[src/rtl/lane_incr_fifo_if.sv]
// lane_incr_fifo_if
//   Handshake bundle for lane_incr_fifo: the input transaction side
//   (in_valid/in_ready/in_op/in_data) and the buffered result side
//   (out_valid/out_ready/out_data/out_ovf).
//   master : producer of transactions / consumer of results
//   slave  : the increment engine itself
interface lane_incr_fifo_if #(
    parameter int WIDTH = 40,
    parameter int LANES = 4
);
    logic                   in_valid;
    logic                   in_ready;
    logic [1:0]             in_op;
    logic [LANES*WIDTH-1:0] in_data;
    logic                   out_valid;
    logic                   out_ready;
    logic [LANES*WIDTH-1:0] out_data;
    logic [LANES-1:0]       out_ovf;

    modport master (
        output in_valid, in_op, in_data, out_ready,
        input  in_ready, out_valid, out_data, out_ovf
    );

    modport slave (
        input  in_valid, in_op, in_data, out_ready,
        output in_ready, out_valid, out_data, out_ovf
    );
endinterface

[src/rtl/lane_incr_fifo.sv]
// lane_incr_fifo
//   Multi-lane increment/decrement engine. Every accepted transaction
//   updates LANES operands of WIDTH bits (pass, +1, -1, clear) in wrap or
//   saturate mode and queues the results plus per-lane overflow flags in a
//   DEPTH-entry FIFO.
// Ports
//   clk        : rising-edge clock
//   reset      : asynchronous active-high reset
//   bus        : lane_incr_fifo_if.slave (input handshake + result FIFO head)
//   ovf_clr    : clears ovf_sticky (a simultaneous overflow still sets)
//   ovf_sticky : per-lane OR of overflow events since last clear
//   txn_count  : count of accepted transactions, wraps
module lane_incr_fifo #(
    parameter int WIDTH    = 40,
    parameter int LANES    = 4,
    parameter int DEPTH    = 4,
    parameter bit SATURATE = 1'b0,
    parameter int CNT_W    = 16
) (
    input  logic             clk,
    input  logic             reset,
    lane_incr_fifo_if.slave  bus,
    input  logic             ovf_clr,
    output logic [LANES-1:0] ovf_sticky,
    output logic [CNT_W-1:0] txn_count
);
    localparam int PTR_W = (DEPTH > 1) ? $clog2(DEPTH) : 1;
    localparam int OCC_W = $clog2(DEPTH + 1);
    localparam logic [OCC_W-1:0] OCC_FULL = OCC_W'(DEPTH);

    // Returns {ovf, result} for one lane.
    function automatic logic [WIDTH:0] lane_update(input logic [1:0] op,
                                                   input logic [WIDTH-1:0] d);
        logic [WIDTH:0] r;
        r = {1'b0, d};
        case (op)
            2'b01: begin
                if (&d) r = {1'b1, (SATURATE ? {WIDTH{1'b1}} : {WIDTH{1'b0}})};
                else    r = {1'b0, d + 1'b1};
            end
            2'b10: begin
                if (d == '0) r = {1'b1, (SATURATE ? {WIDTH{1'b0}} : {WIDTH{1'b1}})};
                else         r = {1'b0, d - 1'b1};
            end
            2'b11:   r = '0;
            default: r = {1'b0, d};
        endcase
        return r;
    endfunction

    logic [LANES*WIDTH-1:0] mem_data [DEPTH];
    logic [LANES-1:0]       mem_ovf  [DEPTH];
    logic [PTR_W-1:0]       wr_ptr;
    logic [PTR_W-1:0]       rd_ptr;
    logic [OCC_W-1:0]       occ;
    logic [OCC_W-1:0]       occ_next;
    logic                   in_ready_q;
    logic                   push;
    logic                   pop;

    logic [LANES*WIDTH-1:0] res_p0;
    logic [LANES-1:0]       ovf_p0;
    logic [WIDTH:0]         upd;

    // ---- stage p0: combinational lane update of the offered transaction ----
    always_comb begin
        res_p0 = '0;
        ovf_p0 = '0;
        upd    = '0;
        for (int i = 0; i < LANES; i++) begin
            upd = lane_update(bus.in_op, bus.in_data[i*WIDTH +: WIDTH]);
            res_p0[i*WIDTH +: WIDTH] = upd[WIDTH-1:0];
            ovf_p0[i]                = upd[WIDTH];
        end
    end

    assign push = bus.in_valid && in_ready_q;
    assign pop  = bus.out_valid && bus.out_ready;

    always_comb begin
        occ_next = occ;
        if (push && !pop)      occ_next = occ + 1'b1;
        else if (!push && pop) occ_next = occ - 1'b1;
    end

    // ---- stage p1: FIFO storage and control ----
    // in_ready is registered from the next occupancy, so a pop on a full
    // FIFO only reopens the input on the following cycle.
    always_ff @(posedge clk or posedge reset) begin
        if (reset) begin
            wr_ptr     <= '0;
            rd_ptr     <= '0;
            occ        <= '0;
            in_ready_q <= 1'b0;
            txn_count  <= '0;
            ovf_sticky <= '0;
            for (int i = 0; i < DEPTH; i++) begin
                mem_data[i] <= '0;
                mem_ovf[i]  <= '0;
            end
        end else begin
            occ        <= occ_next;
            in_ready_q <= (occ_next != OCC_FULL);
            if (push) begin
                mem_data[wr_ptr] <= res_p0;
                mem_ovf[wr_ptr]  <= ovf_p0;
                wr_ptr           <= wr_ptr + 1'b1;
                txn_count        <= txn_count + 1'b1;
                // New overflow events win over a same-cycle clear.
                ovf_sticky       <= (ovf_clr ? '0 : ovf_sticky) | ovf_p0;
            end else if (ovf_clr) begin
                ovf_sticky <= '0;
            end
            if (pop) rd_ptr <= rd_ptr + 1'b1;
        end
    end

    assign bus.in_ready  = in_ready_q;
    assign bus.out_valid = (occ != '0);
    assign bus.out_data  = mem_data[rd_ptr];
    assign bus.out_ovf   = mem_ovf[rd_ptr];
endmodule

[src/flat_wrapper.sv]
// flat-port wrapper written by rule: the top's interface ports become plain ports
module lane_incr_fifo_flat 
#(
    parameter int WIDTH    = 40,
    parameter int LANES    = 4,
    parameter int DEPTH    = 4,
    parameter bit SATURATE = 1'b0,
    parameter int CNT_W    = 16
)
  (clk, reset, ovf_clr, ovf_sticky, txn_count, bus_in_valid, bus_in_op, bus_in_data, bus_out_ready, bus_in_ready, bus_out_valid, bus_out_data, bus_out_ovf);
  lane_incr_fifo_if #(.WIDTH(WIDTH), .LANES(LANES)) bus_i ();
  input  logic clk;
  input  logic reset;
  input  logic ovf_clr;
  output logic [LANES-1:0] ovf_sticky;
  output logic [CNT_W-1:0] txn_count;
  input wire logic [$bits(bus_i.in_valid)-1:0] bus_in_valid;
  input wire logic [$bits(bus_i.in_op)-1:0] bus_in_op;
  input wire logic [$bits(bus_i.in_data)-1:0] bus_in_data;
  input wire logic [$bits(bus_i.out_ready)-1:0] bus_out_ready;
  output wire logic [$bits(bus_i.in_ready)-1:0] bus_in_ready;
  output wire logic [$bits(bus_i.out_valid)-1:0] bus_out_valid;
  output wire logic [$bits(bus_i.out_data)-1:0] bus_out_data;
  output wire logic [$bits(bus_i.out_ovf)-1:0] bus_out_ovf;
  assign bus_i.in_valid = bus_in_valid;
  assign bus_i.in_op = bus_in_op;
  assign bus_i.in_data = bus_in_data;
  assign bus_i.out_ready = bus_out_ready;
  assign bus_in_ready = bus_i.in_ready;
  assign bus_out_valid = bus_i.out_valid;
  assign bus_out_data = bus_i.out_data;
  assign bus_out_ovf = bus_i.out_ovf;
  lane_incr_fifo #(.WIDTH(WIDTH), .LANES(LANES), .DEPTH(DEPTH), .SATURATE(SATURATE), .CNT_W(CNT_W)) u_core (.clk(clk), .reset(reset), .bus(bus_i), .ovf_clr(ovf_clr), .ovf_sticky(ovf_sticky), .txn_count(txn_count));
endmodule
[config.mk]
export PLATFORM = sky130hd
export DESIGN_NAME = lane_incr_fifo_flat
export DESIGN_NICKNAME = d
export VERILOG_FILES = /design/src/rtl/lane_incr_fifo_if.sv /design/src/rtl/lane_incr_fifo.sv /design/src/flat_wrapper.sv
export SDC_FILE = /design/constraint.sdc
export NUM_CORES = 2
export LEC_CHECK = 0
export BUFFER_PORTS_ARGS = -buffer_cell sky130_fd_sc_hd__buf_2
export CAP_MARGIN = 20
export CORE_MARGIN = 2
export CORE_UTILIZATION = 23
export DETAILED_ROUTE_END_ITERATION = 7
export SLEW_MARGIN = 0
export SYNTH_ARGS = -nofsm -noshare
export SYNTH_HDL_FRONTEND = slang
export SYNTH_SLANG_ARGS = --single-unit
[constraint.sdc]
create_clock -name clk -period 29.3 [get_ports clk]
set_clock_uncertainty 0.15 [all_clocks]
set_input_delay 2.93 -clock clk [delete_from_list [all_inputs] [get_ports clk]]
set_output_delay 2.93 -clock clk [all_outputs]
set_load 0.01 [all_outputs]
# Word-level counts from Yosys, hierarchy flattened
# Cells that the tools add are included.
[totals]
regBits = 684
in_bits = 167
[op_classes]
n_addsub = 13
n_lt_le_gt_ge = 3
n_eq_ne = 4
n_mux = 28
n_bitwise = 3
reduce_logical = 16
[op_table]
columns = ["op", "count"]
rows = [
  ["$bwmux W640", 1],
  ["$pmux W41 S3", 4],
  ["$mux W160", 3],
  ["$mux W41", 8],
  ["$bmux W160 S2", 1],
  ["$demux W160 S2", 1],
  ["$add A40 B1 Y40 const B", 4],
  ["$logic_not A40 Y1", 4],
  ["$reduce_and A40 Y1", 4],
  ["$sub A40 B1 Y40 const B", 4],
  ["$mux W4", 5],
  ["$add A16 B1 Y16 const B", 1],
  ["$bwmux W16", 1],
  ["$bmux W4 S2", 1],
  ["$demux W4 S2", 1],
  ["$ge A3 B3 Y1 const B", 2],
  ["$mux W3", 2],
  ["$not A2 Y3", 2],
  ["$logic_and A1 B1 Y1", 5],
  ["$add A2 B1 Y2 const B", 2],
  ["$eq A2 B2 Y1 const B", 2],
  ["$or A4 B4 Y4", 1],
  ["$add A3 B1 Y3 const B", 1],
  ["$lt A3 B1 Y1 const B", 1],
  ["5 further kinds", 6],
]

# Longest topological paths before layout
[depth]
word_depth = 6
mapped_depth = 11
mapped_depth_nobuf = 9

# Worst setup path after synthesis
# No wires, ideal clock.
[synth_path]
kind = "input to register"
from = "input port bus_in_data[129]"
to = "register u_core.mem_data[148] (netlist name)"
setup_time_ps = 158
t_arrival_ps = 5667
required_time_ps = 28992
setup_slack_ps = 23325
stages = 10
cell_sequence = "buf_6 -> or4_4 -> buf_6 -> or4_4 -> buf_6 -> nor3_1 -> and3_1 -> xor2_1 -> a2111oi_0 -> o41ai_1"
[synth_via]
elab_chain_len = 4
word_cells_on_any_way = 8
[synth_lines]
columns = ["element", "line", "rtl"]
rows = [
  ["start: declaration", "flat_wrapper.sv:19", "input wire logic [$bits(bus_i.in_data)-1:0] bus_in_data;"],
  ["$sub A40 B1 Y40 (tied with other cells)", "lane_incr_fifo.sv:43", "else r = {1'b0, d - 1'b1};"],
  ["$mux W41, on equally long branches", "lane_incr_fifo.sv:42, lane_incr_fifo.sv:38", ""],
  ["$pmux W41 S3 (*)", "lane_incr_fifo.sv:36", "case (op)"],
  ["$bwmux W640 (*)", "lane_incr_fifo.sv:105", "mem_data[wr_ptr] <= res_p0;"],
  ["end signal: indexed assignment", "lane_incr_fifo.sv:105", ""],
  ["end: declaration", "lane_incr_fifo.sv:51", "logic [LANES*WIDTH-1:0] mem_data [DEPTH];"],
]
# Mark *: on every way between the ends. The rest lies on a longest branch, timed or not.
# A chain may end at the register's enable or synchronous reset.

# Worst setup path after layout
[layout_path]
from = "register u_core.rd_ptr[0]"
to = "output port bus_out_data[12]"
[layout_via]
elab_chain_len = 4
[layout_lines]
columns = ["element", "line", "rtl"]
rows = [
  ["start: declaration", "lane_incr_fifo.sv:54", "logic [PTR_W-1:0] rd_ptr;"],
  ["start signal: assignment", "lane_incr_fifo.sv:114", "if (pop) rd_ptr <= rd_ptr + 1'b1;"],
  ["$not A2 Y3 (implied by the code)", "lane_incr_fifo.sv:120", "assign bus.out_data = mem_data[rd_ptr];"],
  ["$bmux W160 S2", "lane_incr_fifo.sv:120", ""],
  ["$mux W160 (implied by the code) (2 in a row)", "lane_incr_fifo.sv:120", ""],
  ["end: declaration", "flat_wrapper.sv:23", "output wire logic [$bits(bus_i.out_data)-1:0] bus_out_data;"],
]
# Every way passes these cells. The select of a mux whose other input is x is not followed.

==> metrics.txt <==
die area 170000 µm²; Total Routing Usage GR 0.163; Reg-to-Reg Start u_core.bus.in_ready; Reg2Reg Capture Point u_core.mem_data[385]; Final setup viols 0; Seq. cell area 17100 µm²; number of flops mapped to enable cells by yosys 0; Mapped Avg Cell Area 9.30 µm²; YS warnings 0; dpl hpwl 101 mm; worst-skew pair later-pin latency 660 ps; Area growth, synth to finish 17.3%; gr ovfl total 0; reg2reg setup slack 26000 ps; buffer and inverter count on the worst path 3; post-place setup slack 21780 ps; Final Max Slew Viols 0; DRT Pass-1 Iters 8; syn nets 4300; Wirelength per Cell 21.7 µm; Multi-input gate area 19600 µm²; vias in the first global route 32300; critical path's slowest cell dfrtp_4; initial antenna violation count 69; final worst path period need 7130 ps; CP delay by family, top buffers and inverters; number of fill cells 17700; Crit path largest cell delay 850 ps; Main synth FF type dfrtp_1; maximum vdd ir drop 0.0731 mV; critical-path maximum fanout 45; Post-CTS Setup Bufs 0; RSZ-0062 raised after global routing no; final wirelength 142 mm; post-cts hold buffer count 0; Worst path depth 4; largest net degree at the start of global routing 118; clock tree buffer depth 3; Final #Nets 4436; transition time of the tightest slew-check pin 1170 ps; clock tree sinks 684; Reg clk slew, reported paths 60 ps; Synth async-reset ratio 1.00; PwrDens 98.0 nW/µm²; H-tree Lvls 3; Clock Root Buffer clkbuf_16; core area 165000 µm²; P_leak 0.0181 µW; crit-path cells buf_4 > buf_4 > mux4_2 > buf_2; Critical Path Start u_core.rd_ptr[0]; critical path endpoint bus_out_data[12]; Setup Total Neg Slack 0 ps; Post-route DRC 0; Fmax achieved 140 MHz; CTS resizes 0; final hold slack 323 ps; Starting Density 0.232; Num CTS Buffers 83; first-pass GRT wire length 212 mm; Critical Path Sink Type output port; # rows 149; FF-to-FF path depth 6; sequential area share after synthesis 0.447; antenna-violating nets left 0; Crit path required time 26220 ps; type of the most critical hold path reg2reg; setup ws final 22170 ps; relative slew slack 0.214; CTS tree done; crit-path most repeated cell buf_4; Post-Syn Instances 4114; Setup CP Type reg2out; Synth Cell Area 38300 µm²; critical path arrival 4050 ps; IO Port Bufs 352; Vias/cell 5.15; status completed; share of cells above drive strength 1 0.194; number of max-cap violations 0; post-synthesis register bit count 684; final worst path period share 0.243; die width 412 µm; DR vias 33700; Yosys cell types 80; Startpoint Class flop; Die Span Y 412 µm; IO Count 353; GPL Wtd Cong 0.935; Hold Violations, Final 0; drt initial violations 3579
-- final cells by class --
cell class,instances,share of cell area
antenna,33,0.00184
multi-input combinational,3013,0.437
inverter,54,0.00468
clock inverter,37,0.0106
clock buffer,115,0.0525
sequential,684,0.381
tap,2189,0.0610
timing repair buffer,414,0.0508
-- synthesized netlist by cell type (10+ instances only) --
cell type | instances | area [µm²]
a211oi_1 | 24 | 180
a21o_1 | 11 | 82.6
a21oi_1 | 248 | 1240
a221oi_1 | 15 | 131
a22oi_1 | 11 | 82.6
a311oi_1 | 11 | 96.3
a31oi_1 | 49 | 307
a32oi_1 | 11 | 96.3
a41oi_1 | 10 | 87.6
and2_1 | 24 | 150
and3_1 | 39 | 244
and4_1 | 18 | 158
buf_1 | 27 | 101
clkbuf_1 | 325 | 1220
dfrtp_1 | 684 | 17100
ha_1 | 19 | 238
inv_1 | 53 | 199
mux2_2 | 64 | 721
mux2i_1 | 11 | 110
mux4_2 | 164 | 3690
nand2_1 | 581 | 2180
nand2b_1 | 10 | 62.6
nand3_1 | 118 | 591
nand4_1 | 85 | 532
nor2_1 | 326 | 1220
nor3_1 | 107 | 536
nor3b_1 | 11 | 82.6
nor4_1 | 83 | 519
o211ai_1 | 16 | 120
o21a_1 | 10 | 75.1
o21ai_0 | 533 | 2670
o22a_1 | 11 | 96.3
o22ai_1 | 22 | 138
o31ai_1 | 29 | 218
o41ai_1 | 10 | 87.6
or2_2 | 18 | 113
or3_1 | 33 | 206
or4_1 | 18 | 135
xnor2_1 | 104 | 911
xor2_1 | 55 | 482
-- worst min-delay path by stage --
stage                                     from                   end  slack [ps]  depth (start not counted)
after floorplan           u_core.mem_data[468]  u_core.mem_data[468]         290                          2
after global placement    u_core.mem_data[468]  u_core.mem_data[468]         300                          2
after detailed placement  u_core.mem_data[409]  u_core.mem_data[409]         310                          2
after CTS                 u_core.mem_data[369]  u_core.mem_data[369]         330                          2
after global routing      u_core.mem_data[392]  u_core.mem_data[392]         340                          2
final                     u_core.mem_data[368]  u_core.mem_data[368]         320                          2
-- cells by family after synthesis --
group | count (synthesis) | share of synthesized area
buffers and inverters | 417 | 0.0419
adders and majority gates | 20 | 0.00647
muxes | 239 | 0.118
AOI/OAI and AO/OA | 1089 | 0.165
and+or+nand+nor | 1506 | 0.184
DFF | 684 | 0.447
xor gates and xnor gates | 159 | 0.0364
-- placed cells by master, fill, tap and decap left out, types with 85 or more instances in the layout --
cell type  netlist  layout
dfrtp_1        684     682
mux4_2         164     164
nand2_1        581     575
buf_2            6     350
a21oi_1        248     248
nor3_1         107     107
nand4_1         85      85
o21ai_0        533     533
xnor2_1        104     104
nand3_1        118     118
nor2_1         326     323
-- layer usage --
| metal | wire length (µm) | GRT usage | share of wire |
|---|---|---|---|
| met1 | 61500 | 0.223 | 0.43 |
| met3 | 12400 | 0.0420 | 0.088 |
| met2 | 64000 | 0.253 | 0.45 |
| met5 | 374 | 0 | 0.0026 |
| met4 | 3790 | 0.0501 | 0.027 |
-- through the flow --
step	cells	total power, µW	util	area [µm²]
floorplan	4114	2680	-	38300
global placement	6351	3320	0.254	41900
detailed placement	6351	3380	0.254	41900
CTS	6503	4460	0.271	44800
global route	6517	4690	0.271	44800
finish	6539	4400	0.272	44900
-- registers in the layout, summed over array words and instances, names as in the netlist --
name                 flops
u_core.mem_data        640
u_core.mem_ovf          16
u_core.txn_count        16
u_core.ovf_sticky        4
u_core.occ               3
u_core.rd_ptr            2
u_core.wr_ptr            2
u_core.bus.in_ready      1
-- worst register-to-register path, cell delays in order (launching register included) --
cell	delay [ps]
dfrtp_1	470
and2_1	470
nand2_4	420
buf_4	540
buf_4	730
nor2_1	190
a22o_1	220
-- where the power goes --
part           total [µW]  internal, µW  switching (µW)
Sequential           1620          1380             248
Clock                1070           639             431
Combinational        1700           732             973
Total                4400          2750            1650
(Power assumes the default switching activity.)
